<file path="src/rtl/i_cache_axi_rd.sv">
// rtl/i_cache_axi_rd.sv - I-cache refill to single-beat AXI4 read bridge
//
// Purpose: each refill request from the instruction cache becomes one
// single-beat AXI4 read burst. The 32-bit word chosen by address bit 2 is
// returned on cache_or_data, together with a one-cycle cache_in_ok pulse.
// The bridge has no write channels.
//
// Ports:
//   clk, rst                 clock and synchronous active-high reset
//   cache_read_ena           refill request (level, held until served)
//   cache_addr               refill byte address
//   cache_or_data            fetched instruction word (registered)
//   cache_in_ok              one-cycle completion pulse
//   rd_err                   one-cycle error flag, coincident with cache_in_ok
//   ar_*                     AXI4 read address channel (master side)
//   r_*                      AXI4 read data channel (master side)

module i_cache_axi_rd #(
    parameter logic [3:0] AXI_ID     = 4'd0,
    parameter int         AXI_DATA_W = 64
) (
    input  logic                  clk,
    input  logic                  rst,
    input  logic                  cache_read_ena,
    input  logic [63:0]           cache_addr,
    output logic [31:0]           cache_or_data,
    output logic                  cache_in_ok,
    output logic                  rd_err,
    output logic                  ar_valid,
    input  logic                  ar_ready,
    output logic [63:0]           ar_addr,
    output logic [3:0]            ar_id,
    output logic [7:0]            ar_len,
    output logic [2:0]            ar_size,
    output logic [1:0]            ar_burst,
    input  logic                  r_valid,
    output logic                  r_ready,
    input  logic [AXI_DATA_W-1:0] r_data,
    input  logic [1:0]            r_resp,
    input  logic                  r_last,
    input  logic [3:0]            r_id
);

    typedef enum logic [2:0] {
        IDLE     = 3'd0,
        ADDR     = 3'd1,
        DATA     = 3'd2,
        DONE     = 3'd3,
        WAIT_LOW = 3'd4
    } state_t;

    state_t      state_q;
    logic        ar_valid_q;
    logic [63:0] ar_addr_q;
    logic        r_ready_q;
    logic        ok_q;
    logic        err_q;
    logic [31:0] data_q;
    // Only address bit 2 matters after the request is latched: it picks the lane.
    logic        lane_q;

    // Fixed burst shape: one 4-byte beat, INCR.
    assign ar_id    = AXI_ID;
    assign ar_len   = 8'd0;
    assign ar_size  = 3'b010;
    assign ar_burst = 2'b01;

    assign ar_valid      = ar_valid_q;
    assign ar_addr       = ar_addr_q;
    assign r_ready       = r_ready_q;
    assign cache_in_ok   = ok_q;
    assign rd_err        = err_q;
    assign cache_or_data = data_q;

    always_ff @(posedge clk) begin
        if (rst) begin
            state_q    <= IDLE;
            ar_valid_q <= 1'b0;
            ar_addr_q  <= '0;
            r_ready_q  <= 1'b0;
            ok_q       <= 1'b0;
            err_q      <= 1'b0;
            data_q     <= '0;
            lane_q     <= 1'b0;
        end else begin
            // Completion flags are single-cycle pulses; only DATA->DONE raises them.
            ok_q  <= 1'b0;
            err_q <= 1'b0;
            case (state_q)
                IDLE: begin
                    if (cache_read_ena) begin
                        lane_q     <= cache_addr[2];
                        ar_addr_q  <= cache_addr & ~64'h3;
                        ar_valid_q <= 1'b1;
                        state_q    <= ADDR;
                    end
                end
                ADDR: begin
                    // ar_valid_q is always 1 here, so ar_ready alone completes the handshake.
                    if (ar_ready) begin
                        ar_valid_q <= 1'b0;
                        r_ready_q  <= 1'b1;
                        state_q    <= DATA;
                    end
                end
                DATA: begin
                    if (r_valid) begin
                        data_q    <= lane_q ? r_data[AXI_DATA_W-1 -: 32] : r_data[31:0];
                        err_q     <= (r_resp != 2'b00) || !r_last || (r_id != AXI_ID);
                        ok_q      <= 1'b1;
                        r_ready_q <= 1'b0;
                        state_q   <= DONE;
                    end
                end
                DONE: begin
                    state_q <= WAIT_LOW;
                end
                WAIT_LOW: begin
                    // The cache keeps its enable high briefly after ok; wait for it
                    // to drop so the same request is not issued twice.
                    if (!cache_read_ena) begin
                        state_q <= IDLE;
                    end
                end
                default: begin
                    state_q    <= IDLE;
                    ar_valid_q <= 1'b0;
                    r_ready_q  <= 1'b0;
                end
            endcase
        end
    end

endmodule

</file>
<file path="config.mk">
export PLATFORM = sky130hd
export DESIGN_NAME = i_cache_axi_rd
export DESIGN_NICKNAME = d
export VERILOG_FILES = /design/src/rtl/i_cache_axi_rd.sv
export SDC_FILE = /design/constraint.sdc
export NUM_CORES = 1
export LEC_CHECK = 0
export BUFFER_PORTS_ARGS = -buffer_cell sky130_fd_sc_hd__buf_4
export CAP_MARGIN = 20
export CORE_MARGIN = 2
export CORE_UTILIZATION = 39
export DETAILED_ROUTE_END_ITERATION = 8
export PLACE_DENSITY = 0.8
export SYNTH_ARGS = -nofsm -noshare
export SYNTH_HDL_FRONTEND = slang
export SYNTH_SLANG_ARGS = --single-unit
</file>
<file path="constraint.sdc">
create_clock -name clk -period 1.5 [get_ports clk]
set_input_delay 0.3 -clock clk [delete_from_list [all_inputs] [get_ports clk]]
set_output_delay 0.3 -clock clk [all_outputs]
set_load 0.02 [all_outputs]
</file>
### After elaboration in Yosys (flattened, before gate mapping)

Cells that the tools add are included.

* bits in registers: 102

* eq/ne operators: 8
* multiplexer cells: 13
* bitwise gates (word level): 4
* reductions and logical operators: 15

Operators by type and width (number)
* 2-to-1 mux 32 bit: 1
* one-hot mux 3 bit (5 select lines): 1
* 2-to-1 mux 3 bit: 4
* OR reduction 3 bit: 3
* inequality test 2 bit (second input constant): 4
* == test 3 x 2 -> 1 bit (second input constant): 2
* one-hot mux 1 bit (3 select lines): 2
* AND reduction 3 bit: 2
* 2-to-1 mux 1 bit: 5
* NOT 1 bit: 4
* AND reduction 2 bit: 2
* AND reduction 4 bit: 1
* nonzero test 4 bit: 1
* == test 3 x 1 -> 1 bit (second input constant): 1
* == test 3 bit (second input constant): 1
* zero test 3 bit: 1
* logical OR 1 bit: 2
* nonzero test 2 bit: 1
* OR reduction 2 bit: 1
* zero test 1 bit: 1

### Longest topological paths before layout

* depth after elaboration: 4
* mapped depth: 6
* depth with buffers taken out: 3

### Worst setup path before layout

No wires, ideal clock.

* path type: register to register
* start: reg state_q[2]
* end: reg ar_addr_q[10], in the netlist ar_addr[10]
* setup time: 0.132 ns
* data arrival time: 1.268 ns
* data required time: 1.368 ns
* path slack: 0.100 ns
* stages on the path, launching flop included: 6
* path through: dfxtp_1 or4b_1 buf_2 clkbuf_1 nand2_1 a21oi_1

* longest elaborated chain between the ends: 2

RTL lines
* from (decl): RTL line 52 `state_t state_q;`
* from (signal assigned): RTL line 77 `state_q <= IDLE;`
* from (signal assigned): RTL line 95 `state_q <= ADDR;`
* from (signal assigned): RTL line 103 `state_q <= DATA;`
* zero test 3 bit: RTL line 89 `case (state_q)`
* AND reduction 2 bit (no line)
* to (signal assigned): RTL line 93 `ar_addr_q <= cache_addr & ~64'h3;`
* to (decl): RTL line 54 `logic [63:0] ar_addr_q;`

Every way passes these cells.
A chain may end at the register's enable or synchronous reset.

### Worst setup path after layout

* start: reg state_q[2]
* end: reg ar_addr_q[34], in the netlist ar_addr[34]

Same word-level chain as after synthesis.

==> flow_metrics.py <==
metrics = {
    "run_status": {
        "status": "completed",
    },
    "yosys": {
        "syn_avg_cell_area_um2": 8.88,
        "netlist_instances": 472,
        "synth_flop_cell": "dfxtp_1",
        "ys_seq_area_frac": 0.483,
        "synthArstFlopShare": 0,
        "ys_warn_count": 0,
        "yosysTopAreaCell": "dfxtp_1",
        "synth_top_area_frac": 0.483,
        "synth_area_leaders": "dfxtp_1 (48%), nand2_1 (11%), a21oi_1 (7.8%), mux2i_1 (7.6%), a211oi_2 (6.0%)",
        "ys_seq_elements": 101,
        "ys_types": 26,
        "netlist_area_mm2": 0.00419,
        "synth_edf_count": 0,
    },
    "final_layout": {
        "syn_to_final_growth_pct": 58.2,
        "diodes": 0,
        "fin_cells": 852,
        "fin_util": 0.639,
        "fin_nets": 851,
        "fin_area_mm2": 0.00663,
        "drive_above_1_share": 0.466,
    },
    "global_route": {
        "gr-usage-all-layers": 0.204,
        "grt_pass1_wl_um": 18600,
        "grt_pass1_vias": 3982,
        "grt_overflow_total": 0,
        "grt_max_degree": 42,
        "grt_antenna_before_repair": 0,
    },
    "setup_path": {
        "end_kind": "flip-flop",
        "crit_arrival_ns": 1.78,
        "critical_path_class": "reg -> reg",
        "critPathMaxFanout": 8,
        "r2r_slack_ns": 0.007,
        "r2r_start": "state_q[2]",
        "cp-start-kind": "flip-flop",
        "cp.required_ns": 1.78,
        "r2r_end": "ar_addr[34]",
        "r2r_cells": 7,
    },
    "clock_tree": {
        "clockBufferDepth": 2,
        "root_buffer": "clkbuf_8",
        "cts_buffers": 9,
        "htreeDepth": 3,
        "cts_tree": "done",
        "clk_pin_slew_ns": 0.10,
        "insertion_delay_ns": 0.36,
        "postCtsHoldBufs": 0,
        "clock_sinks": 101,
    },
    "drt": {
        "wl_um": 13700,
        "drtAntennaViolNets": 0,
        "vias": 4121,
        "wl_per_cell_um": 16.1,
        "drt_iter0_drc": 210,
        "drt_first_pass_iters": 4,
        "drt-vias-per-instance": 4.84,
        "drc": 0,
    },
    "power": {
        "p_clk_frac": 0.258,
        "p_per_area_mw_per_mm2": 950,
        "p_sw_frac": 0.303,
        "netSwitchingPower_mw": 1.91,
        "p_seq_frac": 0.468,
        "total_power_mw": 6.30,
        "intPower_mw": 4.39,
        "irDropWorstVdd_v": 0.000486,
        "leakagePower_nw": 2.90,
        "p_comb_frac": 0.274,
    },
    "floorplan": {
        "die_h_um": 108,
        "initial_utilization": 0.404,
        "dieArea_mm2": 0.0116,
        "ios": 257,
        "fp.dieW_um": 108,
        "rows": 37,
        "coreArea_mm2": 0.0104,
    },
    "timing": {
        "post-route-period-util": 0.996,
        "fin_worst_skew_ns": 0.0123,
        "fin_setup_tns_ns": 0,
        "holdWs_ns": 0.179,
        "maxSlewViolCount": 0,
        "min_period_ns": 1.49,
        "setup_violations": 0,
        "rsz0062_at_grt": "true",
        "hold_violations": 0,
        "fmax_ghz": 0.670,
        "finalWorstSetupSlack_ns": 0.00657,
    },
    "placed_design": {
        "gp_congestion": 0.728,
        "port_buffers": 235,
        "place_area_mm2": 0.00599,
        "placed_cells": 818,
        "dp_slack_ns": -0.0682,
        "hpwl_um": 8260,
    },
    "min_path": {
        "min_path_type": "in -> reg",
        "hold_path_end": "ar_addr[46]",
        "hold_start": "cache_addr[46]",
        "hold_path_depth": 3,
    },
    "run": {
        "drv_cap": 0,
    },
}
==> cell families (layout without fill, tap and decap cells) <==
family,Yosys count,in the layout,share of synthesized area
AO/OA/AOI/OAI,100,100,0.165
buffers and inverters,58,285,0.0932
flip-flops,101,101,0.483
multiplexers,33,33,0.0792
other,2,19,0.00179
AND/OR/NAND/NOR,178,178,0.179
==> power groups by stage <==
stage | clock (mW) | combinational [mW] | sequential, mW
after detailed placement | 0 | 1.47 | 3.01
after global placement | 0 | 1.43 | 3.00
after global routing | 1.79 | 1.84 | 2.97
after CTS | 1.69 | 1.59 | 2.95
final | 1.63 | 1.72 | 2.95
after floorplan | 0 | 0.642 | 3.20
==> cells in the final DEF, fill, tap and decap left out, types with 7 or more instances in the layout <==
master | Yosys | final
a211oi_2 | 20 | 25
mux2i_1 | 32 | 32
clkbuf_8 | 0 | 11
buf_6 | 10 | 8
buf_4 | 23 | 246
nand2_1 | 125 | 121
nor2_1 | 34 | 34
a211oi_1 | 12 | 7
a21oi_2 | 0 | 12
dfxtp_1 | 101 | 97
a21oi_1 | 65 | 53
conb_1 | 2 | 19
==> metal layers <==
metal,vias to the layer above,routed length [µm],track usage
li1,2016,-,-
met1,1903,5250,0.223
met2,189,7170,0.381
met3,13,1130,0.0466
met4,0,157,0.0696
met5,-,0,0
==> cell type report <==
cell class / count / area, µm²
Multi-Input combinational cell: 330 / 1950
Tap cell: 136 / 170
Sequential cell: 101 / 2030
Clock inverter: 4 / 31.3
Fill cell: 814 / 3740
Clock buffer: 12 / 155
Timing Repair Buffer: 269 / 2290
==> critical path: stages, from the launching register on <==
cell	delay [ns]
dfxtp_4	0.38
buf_6	0.12
nor4b_4	0.24
buf_4	0.18
buf_6	0.14
clkbuf_16	0.17
nand2_1	0.06
a21oi_1	0.13
==> repair_timing <==
action,in CTS,in global routing
pin swaps,2,27
resized for setup,4,34
gates cloned,6,8
setup buffers,5,1
setup endpoints to repair,65,95
==> worst max path at each step <==
stage	start	endpoint	slack, ns	depth (start not counted)
2_1_floorplan	state_q[2]	ar_addr[10]	0.1	5
3_3_place_gp	cache_read_ena	ar_addr[3]	-0.04	5
3_5_place_dp	cache_read_ena	ar_addr[50]	-0.07	5
4_1_cts	state_q[2]	ar_addr[55]	-0.02	6
5_1_grt	state_q[2]	ar_addr[37]	-0.06	7
6_report	state_q[2]	ar_addr[34]	0.007	7
==> synth_stat cells, types with 2 or more instances <==
cell      count
nand2b_1      3
buf_6        10
nor2b_1       4
nor3_1        2
nand2_1     125
dfxtp_1     101
conb_1        2
buf_2         9
a211oi_1     12
a21oi_1      65
a211oi_2     20
clkbuf_1     16
nor2_1       34
buf_4        23
mux2i_1      32
nand3b_1      4
==> state kept, by name (all words and copies together) (netlist names) <==
name	cells
state_q	3
cache_or_data	32
cache_in_ok	1
ar_addr	62
r_ready	1
ar_valid	1
rd_err	1
(Power assumes the default switching activity.)
